**src/rtl/pipe_ctrl_sequencer.sv**
```systemverilog
// Control-bundle sequencer for a 5-stage pipeline: load-use bubbles, branch flush, dmem freeze.
// Optional stall/flush performance counters are built when PIPE_PERF_CNT_EN is defined.
module pipe_ctrl_sequencer #(
  parameter int unsigned REG_W = 5,
  parameter int unsigned CNT_W = 16
) (
  input  logic             clk,
  input  logic             rst_n,
  input  logic             id_valid_i,
  input  logic [1:0]       wb_in_i,
  input  logic [2:0]       m_in_i,
  input  logic [3:0]       ex_in_i,
  input  logic [REG_W-1:0] id_rs_i,
  input  logic [REG_W-1:0] id_rt_i,
  input  logic [REG_W-1:0] id_rd_i,
  input  logic             mem_zero_i,
  input  logic             dmem_wait_i,
  output logic [3:0]       ex_ctrl_o,
  output logic [2:0]       mem_ctrl_o,
  output logic [1:0]       wb_ctrl_o,
  output logic [REG_W-1:0] ex_dest_o,
  output logic [REG_W-1:0] mem_dest_o,
  output logic [REG_W-1:0] wb_dest_o,
  output logic             pc_write_o,
  output logic             if_id_write_o,
  output logic             if_id_flush_o,
  output logic             pc_src_o,
  output logic [CNT_W-1:0] stall_cnt_o,
  output logic [CNT_W-1:0] flush_cnt_o
);

  // ID/EX carries the full bundle, EX/MEM drops EX bits, MEM/WB keeps only WB bits.
  logic [3:0]       idex_ex_q, idex_ex_d;
  logic [2:0]       idex_m_q, idex_m_d;
  logic [1:0]       idex_wb_q, idex_wb_d;
  logic [REG_W-1:0] idex_dest_q, idex_dest_d;
  logic [2:0]       exmem_m_q, exmem_m_d;
  logic [1:0]       exmem_wb_q, exmem_wb_d;
  logic [REG_W-1:0] exmem_dest_q, exmem_dest_d;
  logic [1:0]       memwb_wb_q, memwb_wb_d;
  logic [REG_W-1:0] memwb_dest_q, memwb_dest_d;

  logic [REG_W-1:0] id_dest;
  logic             uses_rt;
  logic             branch_taken;
  logic             load_use;
  logic             do_flush;
  logic             do_stall;

  assign id_dest      = ex_in_i[3] ? id_rd_i : id_rt_i;
  // rt is a source for R-type, beq and sw; for loads and immediates it is the destination.
  assign uses_rt      = ex_in_i[3] | m_in_i[2] | m_in_i[0];
  assign branch_taken = exmem_m_q[2] & mem_zero_i;
  assign load_use     = id_valid_i & idex_m_q[1] & (idex_dest_q != '0) &
                        ((idex_dest_q == id_rs_i) | (uses_rt & (idex_dest_q == id_rt_i)));
  assign do_flush     = ~dmem_wait_i & branch_taken;
  assign do_stall     = ~dmem_wait_i & ~branch_taken & load_use;

  assign pc_write_o    = ~dmem_wait_i & ~do_stall;
  assign if_id_write_o = ~dmem_wait_i & ~do_stall;
  assign pc_src_o      = do_flush;
  assign if_id_flush_o = do_flush;

  always_comb begin
    idex_ex_d    = idex_ex_q;
    idex_m_d     = idex_m_q;
    idex_wb_d    = idex_wb_q;
    idex_dest_d  = idex_dest_q;
    exmem_m_d    = exmem_m_q;
    exmem_wb_d   = exmem_wb_q;
    exmem_dest_d = exmem_dest_q;
    memwb_wb_d   = memwb_wb_q;
    memwb_dest_d = memwb_dest_q;
    if (!dmem_wait_i) begin
      memwb_wb_d   = exmem_wb_q;
      memwb_dest_d = exmem_dest_q;
      if (do_flush) begin
        exmem_m_d    = '0;
        exmem_wb_d   = '0;
        exmem_dest_d = '0;
      end else begin
        exmem_m_d    = idex_m_q;
        exmem_wb_d   = idex_wb_q;
        exmem_dest_d = idex_dest_q;
      end
      if (do_flush || do_stall || !id_valid_i) begin
        idex_ex_d   = '0;
        idex_m_d    = '0;
        idex_wb_d   = '0;
        idex_dest_d = '0;
      end else begin
        idex_ex_d   = ex_in_i;
        idex_m_d    = m_in_i;
        idex_wb_d   = wb_in_i;
        idex_dest_d = id_dest;
      end
    end
  end

  always_ff @(posedge clk or negedge rst_n) begin
    if (!rst_n) begin
      idex_ex_q    <= '0;
      idex_m_q     <= '0;
      idex_wb_q    <= '0;
      idex_dest_q  <= '0;
      exmem_m_q    <= '0;
      exmem_wb_q   <= '0;
      exmem_dest_q <= '0;
      memwb_wb_q   <= '0;
      memwb_dest_q <= '0;
    end else begin
      idex_ex_q    <= idex_ex_d;
      idex_m_q     <= idex_m_d;
      idex_wb_q    <= idex_wb_d;
      idex_dest_q  <= idex_dest_d;
      exmem_m_q    <= exmem_m_d;
      exmem_wb_q   <= exmem_wb_d;
      exmem_dest_q <= exmem_dest_d;
      memwb_wb_q   <= memwb_wb_d;
      memwb_dest_q <= memwb_dest_d;
    end
  end

  assign ex_ctrl_o  = idex_ex_q;
  assign mem_ctrl_o = exmem_m_q;
  assign wb_ctrl_o  = memwb_wb_q;
  assign ex_dest_o  = idex_dest_q;
  assign mem_dest_o = exmem_dest_q;
  assign wb_dest_o  = memwb_dest_q;

`ifdef PIPE_PERF_CNT_EN
  logic [CNT_W-1:0] stall_cnt_q, flush_cnt_q;

  // do_stall/do_flush already exclude frozen cycles, so counters hold during a freeze.
  always_ff @(posedge clk or negedge rst_n) begin
    if (!rst_n) begin
      stall_cnt_q <= '0;
      flush_cnt_q <= '0;
    end else begin
      if (do_stall && (stall_cnt_q != '1)) stall_cnt_q <= stall_cnt_q + CNT_W'(1);
      if (do_flush && (flush_cnt_q != '1)) flush_cnt_q <= flush_cnt_q + CNT_W'(1);
    end
  end

  assign stall_cnt_o = stall_cnt_q;
  assign flush_cnt_o = flush_cnt_q;
`else
  assign stall_cnt_o = '0;
  assign flush_cnt_o = '0;
`endif

endmodule

```
**config.mk**
```make
export PLATFORM = sky130hd
export DESIGN_NAME = pipe_ctrl_sequencer
export DESIGN_NICKNAME = d
export VERILOG_FILES = /design/src/rtl/pipe_ctrl_sequencer.sv
export SDC_FILE = /design/constraint.sdc
export NUM_CORES = 1
export LEC_CHECK = 0
export CAP_MARGIN = 5
export CORE_MARGIN = 10
export CORE_UTILIZATION = 36
export CTS_CLUSTER_SIZE = 20
export DETAILED_ROUTE_END_ITERATION = 12
export HOLD_SLACK_MARGIN = 0.06
export PLACE_DENSITY_LB_ADDON = 0.08
export SYNTH_ARGS = -nofsm -noshare
export SYNTH_HDL_FRONTEND = slang
export SYNTH_SLANG_ARGS = --single-unit
```
**constraint.sdc**
```tcl
create_clock -name clk -period 2.05 [get_ports clk]
set_input_delay 0.41 -clock clk [delete_from_list [all_inputs] [get_ports clk]]
set_output_delay 0.41 -clock clk [all_outputs]
set_load 0.01 [all_outputs]
```
==> reports/metrics.csv <==
metric,value,unit
fp.dieW,90.1,um
final-setup-viol-count,2,
cts_buffers,5,
pwr-share-seq,38.8,%
cts_hold_buf,0,
endpoint,if_id_write_o,
switchingPower,0.558,mW
grt_pass1_wl,7980,um
cts_max_level,2,
r2r_setup_slack,0.42,ns
crit_path_start,ex_dest_o[3]$_DFFE_PN0N_,
yosysWarningCount,0,
rows,25,
synth_xor_area_share,4.95,%
violations,setup timing,
min_period_over_period,104,%
seq_area_frac_synth,43.8,%
synth-simple-area-share,4.59,%
crit_required,1.64,ns
powerDensity,795,mW/mm^2
clock_power_share,31.7,%
start_kind,flop,
synth_flop_cell,dfrtp_1,
areaGrowthSynthToFinish,39.6,%
rsz0062_at_grt,yes,
diodes,0,
place_hpwl,3750,um
synth_top_cell_by_area,dfrtp_1,
dp_cells,291,
fin_skew,0.00744,ns
finalPower,1.97,mW
start_util,37.2,%
drt_wl_total,4790,um
finalHoldViolations,0,
synthMuxAreaShare,7.63,%
yosysMostFrequentCell,buf_4,
synth-edff-count,0,
dieArea,0.00812,mm^2
wl_per_cell,16.0,um
cts_root_buf,clkbuf_8,
internal_power,1.41,mW
clkTransAtPathRegs,0.06,ns
yosys-top-cells-area,"dfrtp_1 44%, buf_4 14%, mux2_2 7.6%",
cap_viol_max_count,0,
dr.pass1.iters,4,
gr-total-overflow,0,
drt_iter0_drc,81,
min_period,2.13,ns
r2r_cells,5,
syn_area_per_cell,10.6,um^2
status,finished with violations,
yosys.area_share.adder,0,%
crit_path_end_kind,output pin,
ys_ff_latch,31,
cts_buffer_depth,2,
worstPathArrival,1.72,ns
dr_total_vias,1366,
grt_max_degree,32,
nets,260,
drv_slew,0,
cts_tree,done,
syn_area,0.00177,mm^2
peakVddDrop,370,uV
core,0.00475,mm^2
synth_top_family_by_area,compound AO/OA/AOI/OAI gates,
timing.rr.end,ex_dest_o[3]$_DFFE_PN0N_,
drive_above_1_share,22.4,%
yosys-top-cells-count,"34 x buf_4, 31 x dfrtp_1, 13 x nand2_1, 12 x mux2_2",
combPwrFrac,29.6,%
swShare,28.4,%
min_from,ex_ctrl_o[0]$_DFFE_PN0N_,
drc,0,
grt_pass1_vias,1491,
place_congestion,0.787,
worstReg2RegStart,ex_dest_o[3]$_DFFE_PN0N_,
synth.top_cell.area_share,43.8,%
track_usage,11.9,%
clkLatencyLatePin,0.28,ns
io_buffers,56,
fmax,469,MHz
cp_max_fo,2,
synth_compound_area_share,20.4,%
fin_ws,-0.0825,ns
crit_type,flop to output pin,
cts.sinks,31,
num_io_pins,89,
instances_no_fill,299,
leakage,1.07,nW
die_y,90.1,um
synthCells,167,
hold_path_class,flop to flop,
synthDistinctLibCells,28,
grt_antenna_before_repair,0,
synthArstFlopShare,100,%
ant_nets,0,
avgViaCountPerCell,4.57,
[how the worst min path moves through the flow]
stage | slack [ns] | cells after the start | end
after detailed placement | 0.48 | 2 | ex_ctrl_o[0]$_DFFE_PN0N_
after global routing | 0.52 | 1 | mem_ctrl_o[0]$_DFFE_PN0N_
after global placement | 0.47 | 2 | idex_wb_q[1]$_DFFE_PN0N_
after floorplan | 0.11 | 0 | ex_ctrl_o[0]$_DFFE_PN0N_
final | 0.49 | 2 | ex_ctrl_o[0]$_DFFE_PN0N_
after CTS | 0.50 | 2 | ex_ctrl_o[0]$_DFFE_PN0N_
[per-stage QoR]
stage               instance area, um^2  setup TNS, ns  util (%)  worst slack, ns  hold slack (ns)
floorplan                          1910        -0.0557         -          -0.0557            0.114
global placement                   2350          -1.22      49.4           -0.490            0.475
detailed placement                 2350          -1.32      49.4           -0.516            0.482
CTS                                2470         -0.202      52.0           -0.101            0.497
global route                       2470         -0.302      52.0           -0.154            0.515
finish                             2470         -0.163      52.0          -0.0825            0.492
[layout make-up]
type                       count  area [um^2]
fill                         458         2280
clock inverter                 2         35.0
timing repair buffer          72          681
inverter                       1         6.26
tap                           67         83.8
multi-input combinational    120          806
clock buffer                   6         82.6
sequential                    31          778
[critical path: stages, from the launching register on]
cell and delay [ns]:
dfrtp_2 0.40, or4_4 0.54, o21ai_4 0.17, inv_4 0.05, a31oi_4 0.15, buf_6 0.13
[state kept, by name, indices dropped and copies added (netlist names)]
signal / cells
idex_wb_q: 2
mem_dest_o: 5
exmem_wb_q: 2
ex_dest_o: 5
wb_dest_o: 5
mem_ctrl_o: 3
ex_ctrl_o: 4
wb_ctrl_o: 2
idex_m_q: 3
[layer usage]
layer	up-vias	GRT usage (%)	part of all wire, %
met5	-	0	0
met1	639	14.7	43
met4	0	4.51	1.8
met2	62	18.9	48
met3	8	3.82	6.5
li1	657	-	-
[layout by cell type, fill, tap and decap left out, drive strengths merged]
master / count
inv: 1
clkinv: 1
a22o: 9
dfrtp: 31
dlygate4sd2: 2
and2: 1
nand2: 13
o21ai: 11
nor2: 1
a22oi: 5
o31ai: 1
xnor2: 10
conb: 32
o22ai: 1
nand3: 1
or4: 1
clkdlybuf4s50: 52
mux2: 12
a31oi: 1
a21oi: 11
nand4: 1
clkbuf: 6
a32oi: 9
bufinv: 1
buf: 18
[power by group through the flow]
stage                     clock [mW]  combinational [mW]  sequential (mW)
final                          0.623               0.581            0.762
after global routing           0.667               0.637            0.775
after CTS                      0.641               0.588            0.763
after detailed placement           0               0.585            0.774
after global placement             0               0.578            0.769
after floorplan                    0               0.304            0.802
[logic make-up (layout without fill, tap and decap cells)]
kind of cell / after synthesis / count (layout)
buffers and inverters: 47 / 81
flip-flops: 31 / 31
XOR/XNOR: 10 / 10
other: 1 / 32
AO/OA/AOI/OAI: 48 / 48
multiplexers: 12 / 12
AND/OR/NAND/NOR: 18 / 18
[repair_timing]
item                       in CTS  in global routing
setup buffers                   0                  0
setup endpoints to repair       4                  2
pin swaps                       1                  0
gates resized for setup        13                  0
Note: power is estimated with default switching activity, not from simulation.
